[src/rtl/xnor_corr_pkg.sv]
// Shared types and width helpers for the XNOR sync-word correlator.
package xnor_corr_pkg;

  typedef enum logic [1:0] {
    FILL   = 2'd0,
    SEARCH = 2'd1,
    LOCKED = 2'd2
  } corr_state_e;

  // Bits needed to hold a score in 0..width inclusive.
  function automatic int score_width(input int width);
    return $clog2(width + 1);
  endfunction

endpackage

[src/rtl/xnor_popcount.sv]
// Bitwise XNOR of two words followed by a count of the agreeing bit positions.
module xnor_popcount #(
  parameter int WIDTH   = 8,
  parameter int SCORE_W = 4
) (
  input  logic [WIDTH-1:0]   a_i,
  input  logic [WIDTH-1:0]   b_i,
  output logic [SCORE_W-1:0] count_o
);

  logic [WIDTH-1:0] eq_s;

  assign eq_s = ~(a_i ^ b_i);

  // Sum the equality bits.
  always_comb begin
    count_o = '0;
    for (int i = 0; i < WIDTH; i++) begin
      count_o = count_o + SCORE_W'(eq_s[i]);
    end
  end

endmodule

[src/rtl/xnor_correlator.sv]
// Serial correlator: shifts din into a window, scores it against a pattern,
// flags threshold matches and tracks lock from runs of matches and misses.
module xnor_correlator
  import xnor_corr_pkg::*;
#(
  parameter int WIDTH   = 8,
  parameter int LOCK_N  = 3,
  parameter int MISS_N  = 2,
  parameter int HIT_W   = 16,
  parameter int SCORE_W = score_width(WIDTH)
) (
  input  logic               clk,
  input  logic               rst_n,
  input  logic               clear,
  input  logic               en,
  input  logic               din,
  input  logic [WIDTH-1:0]   pattern,
  input  logic [SCORE_W-1:0] threshold,
  output logic [SCORE_W-1:0] score,
  output logic               score_valid,
  output logic               match,
  output logic               locked,
  output logic [HIT_W-1:0]   hit_count
);

  localparam int RUN_W  = $clog2(LOCK_N + 1);
  localparam int MISS_W = $clog2(MISS_N + 1);
  localparam logic [SCORE_W-1:0] FULL     = SCORE_W'(WIDTH);
  localparam logic [RUN_W-1:0]   RUN_MAX  = RUN_W'(LOCK_N);
  localparam logic [MISS_W-1:0]  MISS_MAX = MISS_W'(MISS_N);

  logic [WIDTH-1:0]   window_q, window_d, window_sh_s;
  logic [SCORE_W-1:0] fill_q, fill_d;
  logic [SCORE_W-1:0] score_q, score_d, pop_s;
  logic               valid_q, valid_d;
  logic               match_q, match_d;
  logic [RUN_W-1:0]   run_q, run_d;
  logic [MISS_W-1:0]  miss_q, miss_d;
  logic [HIT_W-1:0]   hit_q, hit_d;
  corr_state_e        state_q, state_d;

  assign window_sh_s = {window_q[WIDTH-2:0], din};

  xnor_popcount #(
    .WIDTH   (WIDTH),
    .SCORE_W (SCORE_W)
  ) u_popcount (
    .a_i     (window_sh_s),
    .b_i     (pattern),
    .count_o (pop_s)
  );

  // Next-state logic for the window, scoring, lock FSM and hit counter.
  always_comb begin
    window_d = window_q;
    fill_d   = fill_q;
    score_d  = score_q;
    valid_d  = 1'b0;
    match_d  = 1'b0;
    state_d  = state_q;
    run_d    = run_q;
    miss_d   = miss_q;
    hit_d    = hit_q;
    if (en) begin
      window_d = window_sh_s;
      if (fill_q != FULL) begin
        fill_d = fill_q + SCORE_W'(1);
      end else begin
        fill_d = fill_q;
      end
      score_d = pop_s;
      valid_d = (fill_d == FULL);
      match_d = valid_d && (pop_s >= threshold);
      if (valid_d) begin
        // The window completing the fill is judged as a SEARCH window.
        case (state_q)
          FILL, SEARCH: begin
            state_d = SEARCH;
            if (!match_d) begin
              run_d = '0;
            end else if (run_q + RUN_W'(1) >= RUN_MAX) begin
              run_d   = '0;
              miss_d  = '0;
              state_d = LOCKED;
            end else begin
              run_d = run_q + RUN_W'(1);
            end
          end
          LOCKED: begin
            if (match_d) begin
              miss_d = '0;
            end else if (miss_q + MISS_W'(1) >= MISS_MAX) begin
              miss_d  = '0;
              run_d   = '0;
              state_d = SEARCH;
            end else begin
              miss_d = miss_q + MISS_W'(1);
            end
          end
          default: begin
            state_d = FILL;
            run_d   = '0;
            miss_d  = '0;
          end
        endcase
      end else begin
        state_d = state_q;
      end
      if (match_d && (hit_q != {HIT_W{1'b1}})) begin
        hit_d = hit_q + HIT_W'(1);
      end else begin
        hit_d = hit_q;
      end
    end else begin
      window_d = window_q;
    end
  end

  // State registers with asynchronous reset and synchronous clear.
  always_ff @(posedge clk or negedge rst_n) begin
    if (!rst_n) begin
      window_q <= '0;
      fill_q   <= '0;
      score_q  <= '0;
      valid_q  <= 1'b0;
      match_q  <= 1'b0;
      state_q  <= FILL;
      run_q    <= '0;
      miss_q   <= '0;
      hit_q    <= '0;
    end else if (clear) begin
      window_q <= '0;
      fill_q   <= '0;
      score_q  <= '0;
      valid_q  <= 1'b0;
      match_q  <= 1'b0;
      state_q  <= FILL;
      run_q    <= '0;
      miss_q   <= '0;
      hit_q    <= '0;
    end else begin
      window_q <= window_d;
      fill_q   <= fill_d;
      score_q  <= score_d;
      valid_q  <= valid_d;
      match_q  <= match_d;
      state_q  <= state_d;
      run_q    <= run_d;
      miss_q   <= miss_d;
      hit_q    <= hit_d;
    end
  end

  assign score       = score_q;
  assign score_valid = valid_q;
  assign match       = match_q;
  assign locked      = (state_q == LOCKED);
  assign hit_count   = hit_q;

endmodule

[config.mk]
export PLATFORM = sky130hd
export DESIGN_NAME = xnor_correlator
export DESIGN_NICKNAME = d
export VERILOG_FILES = /design/src/rtl/xnor_corr_pkg.sv /design/src/rtl/xnor_popcount.sv /design/src/rtl/xnor_correlator.sv
export SDC_FILE = /design/constraint.sdc
export NUM_CORES = 1
export LEC_CHECK = 0
export ABC_AREA = 1
export BUFFER_PORTS_ARGS = -buffer_cell sky130_fd_sc_hd__buf_2
export CAP_MARGIN = 20
export CELL_PAD_IN_SITES_DETAIL_PLACEMENT = 1
export CELL_PAD_IN_SITES_GLOBAL_PLACEMENT = 1
export CORE_UTILIZATION = 42
export CTS_CLUSTER_SIZE = 20
export DETAILED_ROUTE_END_ITERATION = 7
export PLACE_DENSITY_LB_ADDON = 0.1
export SLEW_MARGIN = 25
export SYNTH_ARGS = -nofsm -noshare
export SYNTH_HDL_FRONTEND = slang
export SYNTH_SLANG_ARGS = --single-unit
[constraint.sdc]
create_clock -name clk -period 4.6 [get_ports clk]
set_clock_uncertainty 0.15 [all_clocks]
set_input_delay 0.23 -clock clk [delete_from_list [all_inputs] [get_ports clk]]
set_output_delay 0.23 -clock clk [all_outputs]
set_load 0.05 [all_outputs]
After elaboration in Yosys (flattened, before gate mapping)
Cells that the tools add are included.
{"block": "op_classes", "add_sub_neg": 11, "magnitude_cmp": 3, "n_eq_ne": 9, "mux": 39, "n_bitwise": 2, "n_reduce_logical": 10}
{"operator": "$mux W16", "count": 3}
{"operator": "$mux W2", "count": 21}
{"operator": "$add A4 B1 Y4", "count": 6}
{"operator": "$mux W4", "count": 6}
{"operator": "$add A16 B1 Y16 const B", "count": 1}
{"operator": "$ne A16 B16 Y1 const B", "count": 1}
{"operator": "$mux W7", "count": 2}
{"operator": "$pmux W2 S2", "count": 3}
{"operator": "$ne A3 B3 Y1 const B", "count": 3}
{"operator": "$not A8 Y8", "count": 1}
{"operator": "$reduce_and A4 Y1", "count": 2}
{"operator": "$xor A8 B8 Y8", "count": 1}
{"operator": "$reduce_bool A2 Y1", "count": 3}
{"operator": "$add A2 B1 Y2 const B", "count": 2}
{"operator": "$add A4 B1 Y4 const B", "count": 1}
{"operator": "$eq A4 B4 Y1 const B", "count": 1}
{"operator": "$ge A2 B2 Y1 const B", "count": 2}
{"operator": "$ge A4 B4 Y1", "count": 1}
{"operator": "$mux W1", "count": 4}
{"operator": "$ne A4 B4 Y1 const B", "count": 1}
{"operator": "$ne A3 B2 Y1 const B", "count": 1}
{"operator": "$add A1 B1 Y2", "count": 1}
{"operator": "$eq A2 B1 Y1 const B", "count": 1}
{"operator": "$eq A2 B2 Y1 const B", "count": 1}
{"operator": "4 further kinds", "count": 5}
{"block": "word_totals", "register_bits": 39, "inputBits": 17, "wordCells": 83}

Longest topological paths before layout
{"block": "depth", "depth_word": 16, "mapped_depth": 21, "mapped_depth_nobuf": 21}

Hierarchy
From an unflattened synthesis, not the netlist that was laid out.
{"block": "unflattened", "hier_cells": 372, "area_unflattened_um2": 2732.6}
{"module": "xnor_correlator", "n_inst": 1, "cells_per_inst": 310, "area_per_inst_um2": 2407.3, "seq_area_each_um2": 975.9}
{"module": "xnor_popcount", "n_inst": 1, "cells_per_inst": 62, "area_per_inst_um2": 325.3, "seq_area_each_um2": 0.0}

Worst setup path after synthesis
No wires, ideal clock.
{"block": "synth_path", "kind": "reg-to-reg", "start": "register window_q[0]", "end": "register hit_q[10], in the netlist hit_count[10]", "setup_time_ps": 120, "t_arrival_ps": 3926, "required_ps": 4330, "path_slack_ps": 404, "path_stages_with_launch": 20, "n_path_buf": 1, "synth_period_minus_slack_ps": 4196, "cell_sequence": "dfrtp_1 > xnor2_1 > ha_1 > inv_1 > fa_1 > fa_1 > fa_1 > inv_1 > fa_1 > ha_1 > nand2_1 > nand2_1 > nand2_1 > nand3_1 > nand3_4 > nor2_8 > inv_6 > buf_12 > nand3_2 > nand2_1"}
{"block": "synth_via", "elab_chain_cells": 14}
{"item": "start: declaration", "line": "xnor_correlator.sv:32", "rtl": "logic [WIDTH-1:0] window_q, window_d, window_sh_s;"}
{"item": "start signal: assignment", "line": "xnor_correlator.sv:142", "rtl": "window_q <= window_d;"}
{"item": "$xor A8 B8 Y8", "line": "xnor_popcount.sv:13", "rtl": "assign eq_s = ~(a_i ^ b_i);"}
{"item": "$not A8 Y8", "line": "xnor_popcount.sv:13"}
{"item": "$add A1 B1 Y2", "line": "xnor_popcount.sv:19", "rtl": "count_o = count_o + SCORE_W'(eq_s[i]);"}
{"item": "$add A4 B1 Y4 (6 in a row)", "line": "xnor_popcount.sv:19"}
{"item": "$ge A4 B4 Y1", "line": "xnor_correlator.sv:73", "rtl": "match_d = valid_d && (pop_s >= threshold);"}
{"item": "$logic_and A1 B1 Y1", "line": "xnor_correlator.sv:73"}
{"item": "$logic_and A1 B1 Y1", "line": "xnor_correlator.sv:109", "rtl": "if (match_d && (hit_q != {HIT_W{1'b1}})) begin"}
{"item": "$reduce_bool A2 Y1 (no line)"}
{"item": "$reduce_and A2 Y1 (no line)"}
{"item": "end signal: assignment", "line": "xnor_correlator.sv:150", "rtl": "hit_q <= hit_d;"}
{"item": "end: declaration", "line": "xnor_correlator.sv:39", "rtl": "logic [HIT_W-1:0] hit_q, hit_d;"}
No other way between the ends.
A chain may end at the register's enable or synchronous reset.

Worst setup path in the final report
{"block": "layout_path", "start": "register window_q[0]", "end": "register hit_q[3], in the netlist hit_count[3]"}
The elaborated chain is that of the path after synthesis.

==> impl_metrics.json <==
{
  "die_w_um": 80.5,
  "hold_class": "in2reg",
  "r2r_setup_slack_ns": 0.22,
  "relSlewSlack_pct": 65.5,
  "clockBufferDepth": 2,
  "clkLatencyLatePin_ns": 0.29,
  "wl_um": 6370,
  "yosys.cell_types.count": 29,
  "antenna_found_initial": 0,
  "grt_use_total_pct": 21.6,
  "setup_ws_ns": 0.216,
  "clockRootBuffer": "clkbuf_8",
  "synthCells": 318,
  "grt_pass1_wl_um": 10800,
  "hp-start": "clear",
  "rows": 28,
  "async_reset_ff_share_pct": 100,
  "grt_max_degree": 43,
  "p_total_w": 0.000813,
  "cts.sinks": 39,
  "cts_setup_buffers": 0,
  "gp_congestion": 0.791,
  "fill_cells": 766,
  "end_kind": "register",
  "synth_fp_nets": 350,
  "setup_viol": 0,
  "hold_viol": 0,
  "dr.first_iter.drc_count": 42,
  "min_path_cells": 2,
  "gr-total-overflow": 0,
  "holdPathEnd": "score_valid$_DFF_PN0_",
  "mostFrequentLayoutCells": "nand2_1 (73), dfrtp_1 (39), buf_2 (38), inv_1 (37), nand3_1 (30)",
  "netlist_area_um2": 2590,
  "ys_seq_elements": 39,
  "start_util_pct": 43.8,
  "synth_top_area_share_pct": 37.7,
  "drc": 0,
  "critical_path_buf_inv_count": 3,
  "cts_made_buffers": 5,
  "slowest_delay_ns": 0.52,
  "final_max_slew_viol_count": 0,
  "firstDrtPassIters": 4,
  "cp_slowest_cell": "fa_1",
  "p_leak_nw": 1.56,
  "cts_tree": "yes",
  "synth_top_cell_by_area": "dfrtp_1",
  "synth_ff_type": "dfrtp_1",
  "worst_setup_path_start_kind": "register",
  "fin_crit_sh_pct": 95.3,
  "cp_max_fo": 11,
  "ios": 40,
  "dp_hpwl_um": 4790,
  "crit_family": "adder cells",
  "synth_edf_count": 0,
  "rsz0062_at_grt": "false",
  "yosysWarningCount": 0,
  "drive_above_1_share_pct": 20.3,
  "tightest_slew_ns": 0.517,
  "r2r-end": "hit_count[3]$_DFFE_PN0P_",
  "clk_pin_slew_ns": 0.08,
  "final_common_cell": "nand2_1",
  "grt_pass1_vias": 2301,
  "postRouteAntennaNets": 0,
  "synth_area_leaders": "dfrtp_1 (38%), nand2_1 (11%), xor2_1 (6.1%)",
  "pre_cts_ws_ns": 0.107,
  "fin_crit_ns": 4.38,
  "cp.arrival_ns": 4.46,
  "r2r_cells": 18,
  "port_buffers": 39,
  "antenna_cells": 0,
  "syn_to_final_growth_pct": 13.6,
  "clock.fmax_mhz": 228,
  "powerDensity_nw_per_um2": 276,
  "die-area_um2": 6490,
  "critical_path_class": "reg2reg",
  "vias": 2211,
  "wl_per_cell_um": 14.7,
  "ir_drop_mv": 0.141,
  "max_cap_viol_count": 0,
  "nets": 391,
  "die_h_um": 80.5,
  "cp.required_ns": 4.68,
  "htree_levels": 2,
  "outcome": "complete, no violations",
  "rr_startpoint": "window_q[0]$_DFFE_PN0N_",
  "core_um2": 5920,
  "avgSynthCellArea_um2": 8.15,
  "yosysSeqAreaShare_pct": 37.7,
  "setup-tns-final_ns": 0,
  "crit_chain": "xnor2_1 -> ha_1 -> inv_1 -> fa_1 -> fa_1 -> fa_1 -> inv_1 -> fa_1 -> ha_1 -> nand2_1 -> nand2_1 -> nand2_1 -> nand3_2 -> nand3_4 -> nor2_8 -> buf_4 -> nand3b_1 -> nand2_1",
  "via_per_inst": 5.09
}
[synthesized netlist by cell type, types with 2 or more instances]
| cell type | n |
|---|---|
| dfrtp_1 | 39 |
| clkbuf_1 | 3 |
| nand2_2 | 2 |
| fa_1 | 4 |
| nand3_1 | 31 |
| xor2_1 | 18 |
| nor3_1 | 3 |
| o22ai_1 | 8 |
| inv_2 | 3 |
| buf_2 | 3 |
| o21ai_0 | 9 |
| nand4_1 | 10 |
| ha_1 | 11 |
| nor2_2 | 2 |
| nand3_2 | 12 |
| nand3b_1 | 10 |
| xnor2_1 | 4 |
| a21oi_1 | 2 |
| nand2_1 | 73 |
| nor2_1 | 26 |
| inv_1 | 37 |
[per-stage QoR]
stage / hold slack, ns / area [µm²] / std cells / utilization, %
CTS: 0.0464 / 2940 / 434 / 49.6
global route: 0.0527 / 2940 / 434 / 49.7
detailed placement: 0.268 / 2840 / 426 / 47.9
global placement: 0.271 / 2840 / 426 / 47.9
finish: 0.0544 / 2940 / 434 / 49.7
floorplan: -0.216 / 2590 / 318 / -
[worst max-delay path by stage]
stage	from	end	slack, ns	cells past startpoint
after floorplan	window_q[0]$_DFFE_PN0N_	hit_count[10]$_DFFE_PN0P_	0.40	19
after global placement	window_q[0]$_DFFE_PN0N_	hit_count[9]$_DFFE_PN0P_	0.22	18
after detailed placement	window_q[0]$_DFFE_PN0N_	hit_count[3]$_DFFE_PN0P_	0.11	18
after CTS	window_q[0]$_DFFE_PN0N_	hit_count[3]$_DFFE_PN0P_	0.08	18
after global routing	window_q[0]$_DFFE_PN0N_	hit_count[9]$_DFFE_PN0P_	0.005	18
final	window_q[0]$_DFFE_PN0N_	hit_count[3]$_DFFE_PN0P_	0.22	18
[sequential cells by signal (all words and copies together) (netlist names)]
register / cells
fill_q: 4
hit_count: 16
match: 1
miss_q: 2
run_q: 2
score: 4
score_valid: 1
state_q: 2
window_q: 7
[power by group]
part | leakage [nW] | switching (W) | internal (W)
combinational | 0.973 | 0.000142 | 0.0000712
sequential | 0.539 | 0.00000820 | 0.000354
clock | 0.0470 | 0.000120 | 0.000118
total | 1.56 | 0.000271 | 0.000543
[routing by layer]
layer  GRT usage, %  up-vias  routed length (µm)
li1               -     1109                   -
met1           25.3     1077                2740
met2           40.8       20                3460
met3           3.75        5                 117
met4           4.29        0                  55
met5              0        -                   0
[cell families (layout without fill, tap and decap cells)]
family	Yosys count	count (layout)	share of synthesized area (%)
simple gates	173	173	33.9
buf+inv	50	91	8.50
flops	39	39	37.7
xor+xnor	22	22	7.44
compound gates	19	19	4.06
fa+ha+maj	15	15	8.40
[what timing repair did]
item,CTS,global route
endpoints found under the setup margin,0,20
hold buffers,1,0
endpoints found under the hold margin,39,0
resized for setup,0,1
[area by class of cell]
type,count,area (µm²),share of cell area (%)
tap,75,93.8,3.19
sequential,39,976,33.2
inverter,42,163,5.53
multi-input combinational,229,1400,47.6
clock inverter,1,5.00,0.170
timing repair buffer,42,223,7.57
clock buffer,6,82.6,2.81
Power figures use the tool's default switching activity.
